### config.mk
export PLATFORM = sky130hd
export DESIGN_NAME = alu_arbiter_flat
export DESIGN_NICKNAME = d
export VERILOG_FILES = /design/src/rtl/alu_pkg.sv /design/src/rtl/alu_arbiter_if.sv /design/src/rtl/alu_arbiter_rr_arb2.sv /design/src/rtl/alu_arbiter.sv /design/src/flat_wrapper.sv
export SDC_FILE = /design/constraint.sdc
export NUM_CORES = 1
export LEC_CHECK = 0
export BUFFER_PORTS_ARGS = -buffer_cell sky130_fd_sc_hd__buf_2
export CAP_MARGIN = 20
export CORE_MARGIN = 10
export CORE_UTILIZATION = 39
export CTS_BUF_LIST = sky130_fd_sc_hd__clkbuf_8
export DETAILED_ROUTE_END_ITERATION = 10
export GPL_TIMING_DRIVEN = 0
export PLACE_DENSITY = 0.79
export SYNTH_ARGS = -nofsm -noshare
export SYNTH_HDL_FRONTEND = slang
export SYNTH_SLANG_ARGS = --single-unit
### constraint.sdc
create_clock -name clk -period 1.74 [get_ports clk]
set_clock_uncertainty 0.15 [all_clocks]
set_input_delay 0.174 -clock clk [delete_from_list [all_inputs] [get_ports clk]]
set_output_delay 0.174 -clock clk [all_outputs]
set_load 0.03 [all_outputs]
### src/rtl/alu_pkg.sv
// Shared ALU arbiter definitions: op codes, flag bit positions and the request layout.
// Fields wider than the configured datapath are zero-extended into alu_req_t.
package alu_pkg;

  typedef logic [1:0] alu_op_t;

  localparam alu_op_t ADD = 2'b00;
  localparam alu_op_t SUB = 2'b01;
  localparam alu_op_t AND = 2'b10;
  localparam alu_op_t OR  = 2'b11;

  localparam int FLAG_N = 3;
  localparam int FLAG_Z = 2;
  localparam int FLAG_C = 1;
  localparam int FLAG_V = 0;

  localparam int ALU_W = 32;

  // Request as seen at the default 32-bit width.
  typedef struct packed {
    logic [ALU_W-1:0] a;
    logic [ALU_W-1:0] b;
    alu_op_t          op;
    logic             setflags;
    logic             id;
  } alu_req_t;

endpackage

### src/rtl/alu_arbiter_if.sv
// Bus between two requesters, the response consumer and the external ALU.
// slave = arbiter side, master = everything around it.
interface alu_arbiter_if #(parameter int N = 32);
  import alu_pkg::*;

  logic         req0_valid, req0_ready, req0_setflags;
  logic [N-1:0] req0_a, req0_b;
  alu_op_t      req0_op;
  logic         req1_valid, req1_ready, req1_setflags;
  logic [N-1:0] req1_a, req1_b;
  alu_op_t      req1_op;

  logic         resp_valid, resp_ready, resp_id;
  logic [N-1:0] resp_result;
  logic [3:0]   resp_flags, flags_q;

  logic [N-1:0] alu_a, alu_b, alu_result;
  alu_op_t      alu_ctrl;
  logic [3:0]   alu_flags;

  modport slave (
    input  req0_valid, req0_a, req0_b, req0_op, req0_setflags,
    input  req1_valid, req1_a, req1_b, req1_op, req1_setflags,
    output req0_ready, req1_ready,
    output resp_valid, resp_id, resp_result, resp_flags, flags_q,
    input  resp_ready,
    output alu_a, alu_b, alu_ctrl,
    input  alu_result, alu_flags
  );

  modport master (
    output req0_valid, req0_a, req0_b, req0_op, req0_setflags,
    output req1_valid, req1_a, req1_b, req1_op, req1_setflags,
    input  req0_ready, req1_ready,
    input  resp_valid, resp_id, resp_result, resp_flags, flags_q,
    output resp_ready,
    input  alu_a, alu_b, alu_ctrl,
    output alu_result, alu_flags
  );
endinterface

### src/rtl/alu_arbiter_rr_arb2.sv
// Two-way round-robin grant; last_q remembers the last accepted requester.
// Reset value 1 makes requester 0 win the first contended cycle.
module rr_arb2 (
  input  logic       clk,
  input  logic       reset,
  input  logic       en,
  input  logic [1:0] req,
  output logic [1:0] gnt
);
  logic       last_q, last_d;
  logic [1:0] pick;

  always_comb begin
    case (req)
      2'b01:   pick = 2'b01;
      2'b10:   pick = 2'b10;
      2'b11:   pick = last_q ? 2'b01 : 2'b10;
      default: pick = 2'b00;
    endcase
    gnt    = en ? pick : 2'b00;
    last_d = last_q;
    if (gnt[0])      last_d = 1'b0;
    else if (gnt[1]) last_d = 1'b1;
  end

  always_ff @(posedge clk or negedge reset)
    if (!reset) last_q <= 1'b1;
    else        last_q <= last_d;
endmodule

### src/rtl/alu_arbiter.sv
// Shares one external combinational ALU between two requesters through a two-stage
// pipeline (operand latch S1, result latch S2) with a conditionally updated NZCV register.
module alu_arbiter
  import alu_pkg::*;
#(
  parameter int N = 32
) (
  input  logic          clk,
  input  logic          reset,
  alu_arbiter_if.slave  bus
);
  typedef struct packed {
    logic [N-1:0] a;
    logic [N-1:0] b;
    alu_op_t      op;
    logic         setflags;
    logic         id;
  } s1_t;

  s1_t          s1_q, s1_d;
  logic         s1_v_q, s1_v_d, o_v_q, o_v_d, id_q, id_d;
  logic [N-1:0] res_q, res_d;
  logic [3:0]   rflg_q, rflg_d, flg_q, flg_d;
  logic         s2_load, s1_free;
  logic [1:0]   gnt;

  always_comb begin
    s2_load = s1_v_q && (!o_v_q || bus.resp_ready);
    s1_free = !s1_v_q || s2_load;
  end

  // Grants are suppressed while reset is held so no request sees ready.
  rr_arb2 u_arb (
    .clk   (clk),
    .reset (reset),
    .en    (s1_free && reset),
    .req   ({bus.req1_valid, bus.req0_valid}),
    .gnt   (gnt)
  );

  always_comb begin
    s1_d   = s1_q;
    s1_v_d = s1_v_q && !s2_load;
    if (gnt[0]) begin
      s1_d   = '{a: bus.req0_a, b: bus.req0_b, op: bus.req0_op,
                 setflags: bus.req0_setflags, id: 1'b0};
      s1_v_d = 1'b1;
    end else if (gnt[1]) begin
      s1_d   = '{a: bus.req1_a, b: bus.req1_b, op: bus.req1_op,
                 setflags: bus.req1_setflags, id: 1'b1};
      s1_v_d = 1'b1;
    end
  end

  // S2 captures the ALU output in the same cycle S1 presents the operands.
  always_comb begin
    o_v_d  = s2_load ? 1'b1 : (bus.resp_ready ? 1'b0 : o_v_q);
    res_d  = res_q;
    rflg_d = rflg_q;
    id_d   = id_q;
    flg_d  = flg_q;
    if (s2_load) begin
      res_d  = bus.alu_result;
      rflg_d = bus.alu_flags;
      id_d   = s1_q.id;
      if (s1_q.setflags) flg_d = bus.alu_flags;
    end
  end

  always_ff @(posedge clk or negedge reset) begin
    if (!reset) begin
      s1_q   <= '0;
      s1_v_q <= 1'b0;
      o_v_q  <= 1'b0;
      res_q  <= '0;
      rflg_q <= '0;
      id_q   <= 1'b0;
      flg_q  <= '0;
    end else begin
      s1_q   <= s1_d;
      s1_v_q <= s1_v_d;
      o_v_q  <= o_v_d;
      res_q  <= res_d;
      rflg_q <= rflg_d;
      id_q   <= id_d;
      flg_q  <= flg_d;
    end
  end

  assign bus.req0_ready  = gnt[0];
  assign bus.req1_ready  = gnt[1];
  assign bus.resp_valid  = o_v_q;
  assign bus.resp_id     = id_q;
  assign bus.resp_result = res_q;
  assign bus.resp_flags  = rflg_q;
  assign bus.flags_q     = flg_q;
  assign bus.alu_a       = s1_v_q ? s1_q.a  : '0;
  assign bus.alu_b       = s1_v_q ? s1_q.b  : '0;
  assign bus.alu_ctrl    = s1_v_q ? s1_q.op : '0;
endmodule

### src/flat_wrapper.sv
// flat-port wrapper written by rule: the top's interface ports become plain ports
module alu_arbiter_flat import alu_pkg::*;
#(
  parameter int N = 32
)
  (clk, reset, bus_req0_valid, bus_req0_a, bus_req0_b, bus_req0_op, bus_req0_setflags, bus_req1_valid, bus_req1_a, bus_req1_b, bus_req1_op, bus_req1_setflags, bus_req0_ready, bus_req1_ready, bus_resp_valid, bus_resp_id, bus_resp_result, bus_resp_flags, bus_flags_q, bus_resp_ready, bus_alu_a, bus_alu_b, bus_alu_ctrl, bus_alu_result, bus_alu_flags);
  alu_arbiter_if #(.N(N)) bus_i ();
  input  logic clk;
  input  logic reset;
  input wire logic [$bits(bus_i.req0_valid)-1:0] bus_req0_valid;
  input wire logic [$bits(bus_i.req0_a)-1:0] bus_req0_a;
  input wire logic [$bits(bus_i.req0_b)-1:0] bus_req0_b;
  input wire logic [$bits(bus_i.req0_op)-1:0] bus_req0_op;
  input wire logic [$bits(bus_i.req0_setflags)-1:0] bus_req0_setflags;
  input wire logic [$bits(bus_i.req1_valid)-1:0] bus_req1_valid;
  input wire logic [$bits(bus_i.req1_a)-1:0] bus_req1_a;
  input wire logic [$bits(bus_i.req1_b)-1:0] bus_req1_b;
  input wire logic [$bits(bus_i.req1_op)-1:0] bus_req1_op;
  input wire logic [$bits(bus_i.req1_setflags)-1:0] bus_req1_setflags;
  output wire logic [$bits(bus_i.req0_ready)-1:0] bus_req0_ready;
  output wire logic [$bits(bus_i.req1_ready)-1:0] bus_req1_ready;
  output wire logic [$bits(bus_i.resp_valid)-1:0] bus_resp_valid;
  output wire logic [$bits(bus_i.resp_id)-1:0] bus_resp_id;
  output wire logic [$bits(bus_i.resp_result)-1:0] bus_resp_result;
  output wire logic [$bits(bus_i.resp_flags)-1:0] bus_resp_flags;
  output wire logic [$bits(bus_i.flags_q)-1:0] bus_flags_q;
  input wire logic [$bits(bus_i.resp_ready)-1:0] bus_resp_ready;
  output wire logic [$bits(bus_i.alu_a)-1:0] bus_alu_a;
  output wire logic [$bits(bus_i.alu_b)-1:0] bus_alu_b;
  output wire logic [$bits(bus_i.alu_ctrl)-1:0] bus_alu_ctrl;
  input wire logic [$bits(bus_i.alu_result)-1:0] bus_alu_result;
  input wire logic [$bits(bus_i.alu_flags)-1:0] bus_alu_flags;
  assign bus_i.req0_valid = bus_req0_valid;
  assign bus_i.req0_a = bus_req0_a;
  assign bus_i.req0_b = bus_req0_b;
  assign bus_i.req0_op = bus_req0_op;
  assign bus_i.req0_setflags = bus_req0_setflags;
  assign bus_i.req1_valid = bus_req1_valid;
  assign bus_i.req1_a = bus_req1_a;
  assign bus_i.req1_b = bus_req1_b;
  assign bus_i.req1_op = bus_req1_op;
  assign bus_i.req1_setflags = bus_req1_setflags;
  assign bus_req0_ready = bus_i.req0_ready;
  assign bus_req1_ready = bus_i.req1_ready;
  assign bus_resp_valid = bus_i.resp_valid;
  assign bus_resp_id = bus_i.resp_id;
  assign bus_resp_result = bus_i.resp_result;
  assign bus_resp_flags = bus_i.resp_flags;
  assign bus_flags_q = bus_i.flags_q;
  assign bus_i.resp_ready = bus_resp_ready;
  assign bus_alu_a = bus_i.alu_a;
  assign bus_alu_b = bus_i.alu_b;
  assign bus_alu_ctrl = bus_i.alu_ctrl;
  assign bus_i.alu_result = bus_alu_result;
  assign bus_i.alu_flags = bus_alu_flags;
  alu_arbiter #(.N(N)) u_core (.clk(clk), .reset(reset), .bus(bus_i));
endmodule
==> flow_summary.toml <==
[status]
status = "finished with violations"
violations = "negative setup slack"

[grt]
antenna_found_initial = 7
grt_pass1_wl_um = 37890
grt_max_degree = 42
gr-total-overflow = 0
first_global_vias = 6668
track_usage_pct = 26.34

[clocking]
clk_latency_ps = 380
cts_tree = "done"
h-tree-depth = 3
clock_path_buffers = 2
clk_pin_slew_ps = 110
cts-root-buf = "clkbuf_8"
cts-buffers-inserted = 9
clock_sinks = 112

[setup_path]
cp.arrival_ps = 1490
crit_cells = 4
crit_end = "bus_req0_ready"
path_buf_inv = 2
reg2reg_to = "u_core.s1_q[25]$_DFFE_PN0P_"
cp-startpoint = "u_core.u_arb.last_q$_DFFE_PN1P_"
reg2reg_from = "u_core.u_arb.last_q$_DFFE_PN1P_"
cp_slowest_cell = "dfstp_2"
critPathTopFamily = "flip-flops"
path_class = "reg -> out"
worstPathRequired_ps = 1420
crit_fanout = 3
end_kind = "output pin"
rrSetupSlack_ps = -20
cpPeakStageDelay_ps = 600
crit_path_cell_trace = "nor2b_4, clkbuf_8, nor3_4, buf_6"
cp-start-kind = "flop"
rr_worst_depth = 5

[placement]
dpl.hpwl_um = 14350
io_buffers = 284
gp_congestion = 0.8169
place_ws_ps = -580.1

[sta]
slew_headroom_pct = 49.18
max_freq_ghz = 0.5501
holdWs_ps = 26.32
hold_viol = 0
finalCritPeriodShare_pct = 104.5
maxSlewViolCount = 0
postLayoutSetupSlackWorst_ps = -77.84
setup_viol = 69
tightest_slew_ps = 762.2
rsz0062_at_grt = "yes"
fin_crit_ps = 1818

[floorplanning]
fp.dieH_um = 135.7
core_sq_um = 13190
die_area_sq_um = 18410
row_count = 42
initial_core_util_pct = 39.56
io_pins = 285
die_w_um = 135.7

[route]
routed_wl_um = 27240
drt_iter0_markers = 307
wl_per_cell_um = 24.85
dr.pass1.iters = 5
drtAntennaViolNets = 0
vias_per_cell = 5.656
vias = 6199
drc_errors = 0

[job]
cap_violations = 0

[power_and_ir_drop]
p_switching_mw = 3.709
combPwrFrac_pct = 47.2
leakagePower_nw = 4.577
p_seq_share_pct = 36.5
power.internal_mw = 5.891
peakVddDrop_mv = 0.8955
powerDensity_nw_per_um2 = 946.8
swShare_pct = 38.64
power_frac_clock_pct = 16.3

[finish]
syn2layout_area_growth_pct = 94.34
nets = 1084
drive_gt1_share_pct = 53.72

[yosys]
avgSynthCellArea_sq_um = 12.39
synth.distinct_cells = 29
ys_seq_elements = 112
yosys_warnings = 0
synth_nets = 596
synth_cells = 421
ys_seq_area_share_pct = 53.74
synth_area_sq_um = 5218
yosysTopAreaCellShare_pct = 53.24
yosysTopAreaCell = "dfrtp_1"
synth_area_leaders = "dfrtp_1 (53%), o32ai_1 (11%), a2bb2oi_1 (11%), mux2_2 (8.8%), and2_1 (7.9%)"

[min_path]
hold_path_class = "in -> reg"
## tightest hold or removal path, stage by stage
cell	delay [ps]
buf_2	110
o32ai_2	100
a2bb2oi_2	130
## power by group through the flow
stage	Clock, mW	Combinational (mW)	Sequential [mW]
after floorplan	0	1.70	3.87
after global placement	0	3.19	3.44
after detailed placement	0	3.25	3.47
after CTS	1.59	3.93	3.43
after global routing	1.69	4.73	3.55
final	1.56	4.53	3.51
## area by class of cell
| cell class | count | area, sq um |
|---|---|---|
| Sequential cell | 112 | 2805 |
| Tap cell | 176 | 220.2 |
| Clock buffer | 10 | 137.6 |
| Timing Repair Buffer | 479 | 3880 |
| Clock inverter | 6 | 52.55 |
| Buffer | 46 | 402.9 |
| Inverter | 2 | 7.507 |
| Multi-Input combinational cell | 259 | 2619 |
| Fill cell | 799 | 3050 |
| Antenna cell | 6 | 15.01 |
## synth_stat cells
cell / count
and2_4: 1
nand2_2: 1
a2bb2oi_2: 1
nand2b_1: 2
o21ai_1: 1
nor3_1: 1
a21o_1: 1
nand2_1: 2
and2b_1: 1
clkbuf_1: 27
a21bo_2: 1
o32ai_1: 67
buf_1: 2
buf_2: 13
nor2_1: 1
dfstp_2: 1
a2bb2oi_1: 66
and2_1: 66
buf_4: 2
nor2b_1: 1
a31oi_1: 2
inv_1: 1
nand3_1: 1
nand3b_2: 1
buf_6: 4
dfrtp_1: 111
mux2_2: 41
o221ai_1: 1
inv_2: 1
## worst min path at each step
stage / from / end / cells past startpoint
3_5_place_dp: reset / u_core.s1_q[46]$_DFFE_PN0P_ / 1
5_1_grt: bus_req0_b[17] / u_core.s1_q[21]$_DFFE_PN0P_ / 3
2_1_floorplan: reset / u_core.bus.flags_q[0]$_DFFE_PN0P_ / 0
6_report: bus_req0_b[17] / u_core.s1_q[21]$_DFFE_PN0P_ / 3
3_3_place_gp: bus_req0_valid / u_core.u_arb.last_q$_DFFE_PN1P_ / 2
4_1_cts: bus_req0_a[22] / u_core.s1_q[58]$_DFFE_PN0P_ / 3
## layout by cell type, fill, tap and decap left out, drive strengths merged, types with 2 or more instances in the layout
cell type and count:
a2bb2oi 67, a31oi 2, and2 67, buf 333, clkbuf 28, clkinv 2, clkinvlp 2, dfrtp 111
diode 6, dlygate4sd3 173, inv 4, mux2 41, nand2 3, nand2b 2, o32ai 67
## kinds of logic after synthesis
group,count (synthesis),synth area share (%)
AOI/OAI and AO/OA,140,23.45
muxes,41,8.849
DFF,112,53.74
buffers and inverters,50,4.628
and+or+nand+nor,78,9.329
## metrics by stage
| stage | instance area (sq um) | cells | power (mW) | utilization (%) | setup TNS, ps |
|---|---|---|---|---|---|
| after CTS | 9422 | 1083 | 8.953 | 71.43 | -3586 |
| after detailed placement | 6900 | 882 | 6.711 | 52.31 | -40180 |
| final | 10140 | 1096 | 9.600 | 76.87 | -2615 |
| after global placement | 6867 | 881 | 6.621 | 52.06 | -260890 |
| after floorplan | 5225 | 421 | 5.574 | - | 0 |
| after global routing | 10140 | 1096 | 9.970 | 76.87 | -6276 |
## state kept, by name, indices dropped and copies added, names as in the netlist
name,flops
u_core.s1_q,68
u_core.bus.resp_result,32
u_core.bus.flags_q,4
u_core.bus.resp_flags,4
u_core.bus.resp_id,1
u_core.bus.resp_valid,1
u_core.s1_v_q,1
u_core.u_arb.last_q,1
## per-layer routing
layer / track usage, % / vias to the layer above / part of all wire [%]
met2: 45.73 / 425 / 52
li1: - / 2609 / -
met4: 13.76 / 2 / 6.1
met1: 27.45 / 3030 / 33
met3: 9.236 / 133 / 8.7
met5: 0 / - / 0.062
## repair_timing
| item | 4_1_cts | 5_1_grt |
|---|---|---|
| hold buffers | 175 | 0 |
| setup buffers | 11 | 4 |
| gates resized for setup | 145 | 195 |
| gates cloned | 1 | 3 |
| pin swaps | 2 | 1 |
| endpoints found under the hold margin | 184 | 0 |
| setup endpoints to repair | 130 | 150 |
(Power assumes the default switching activity.)
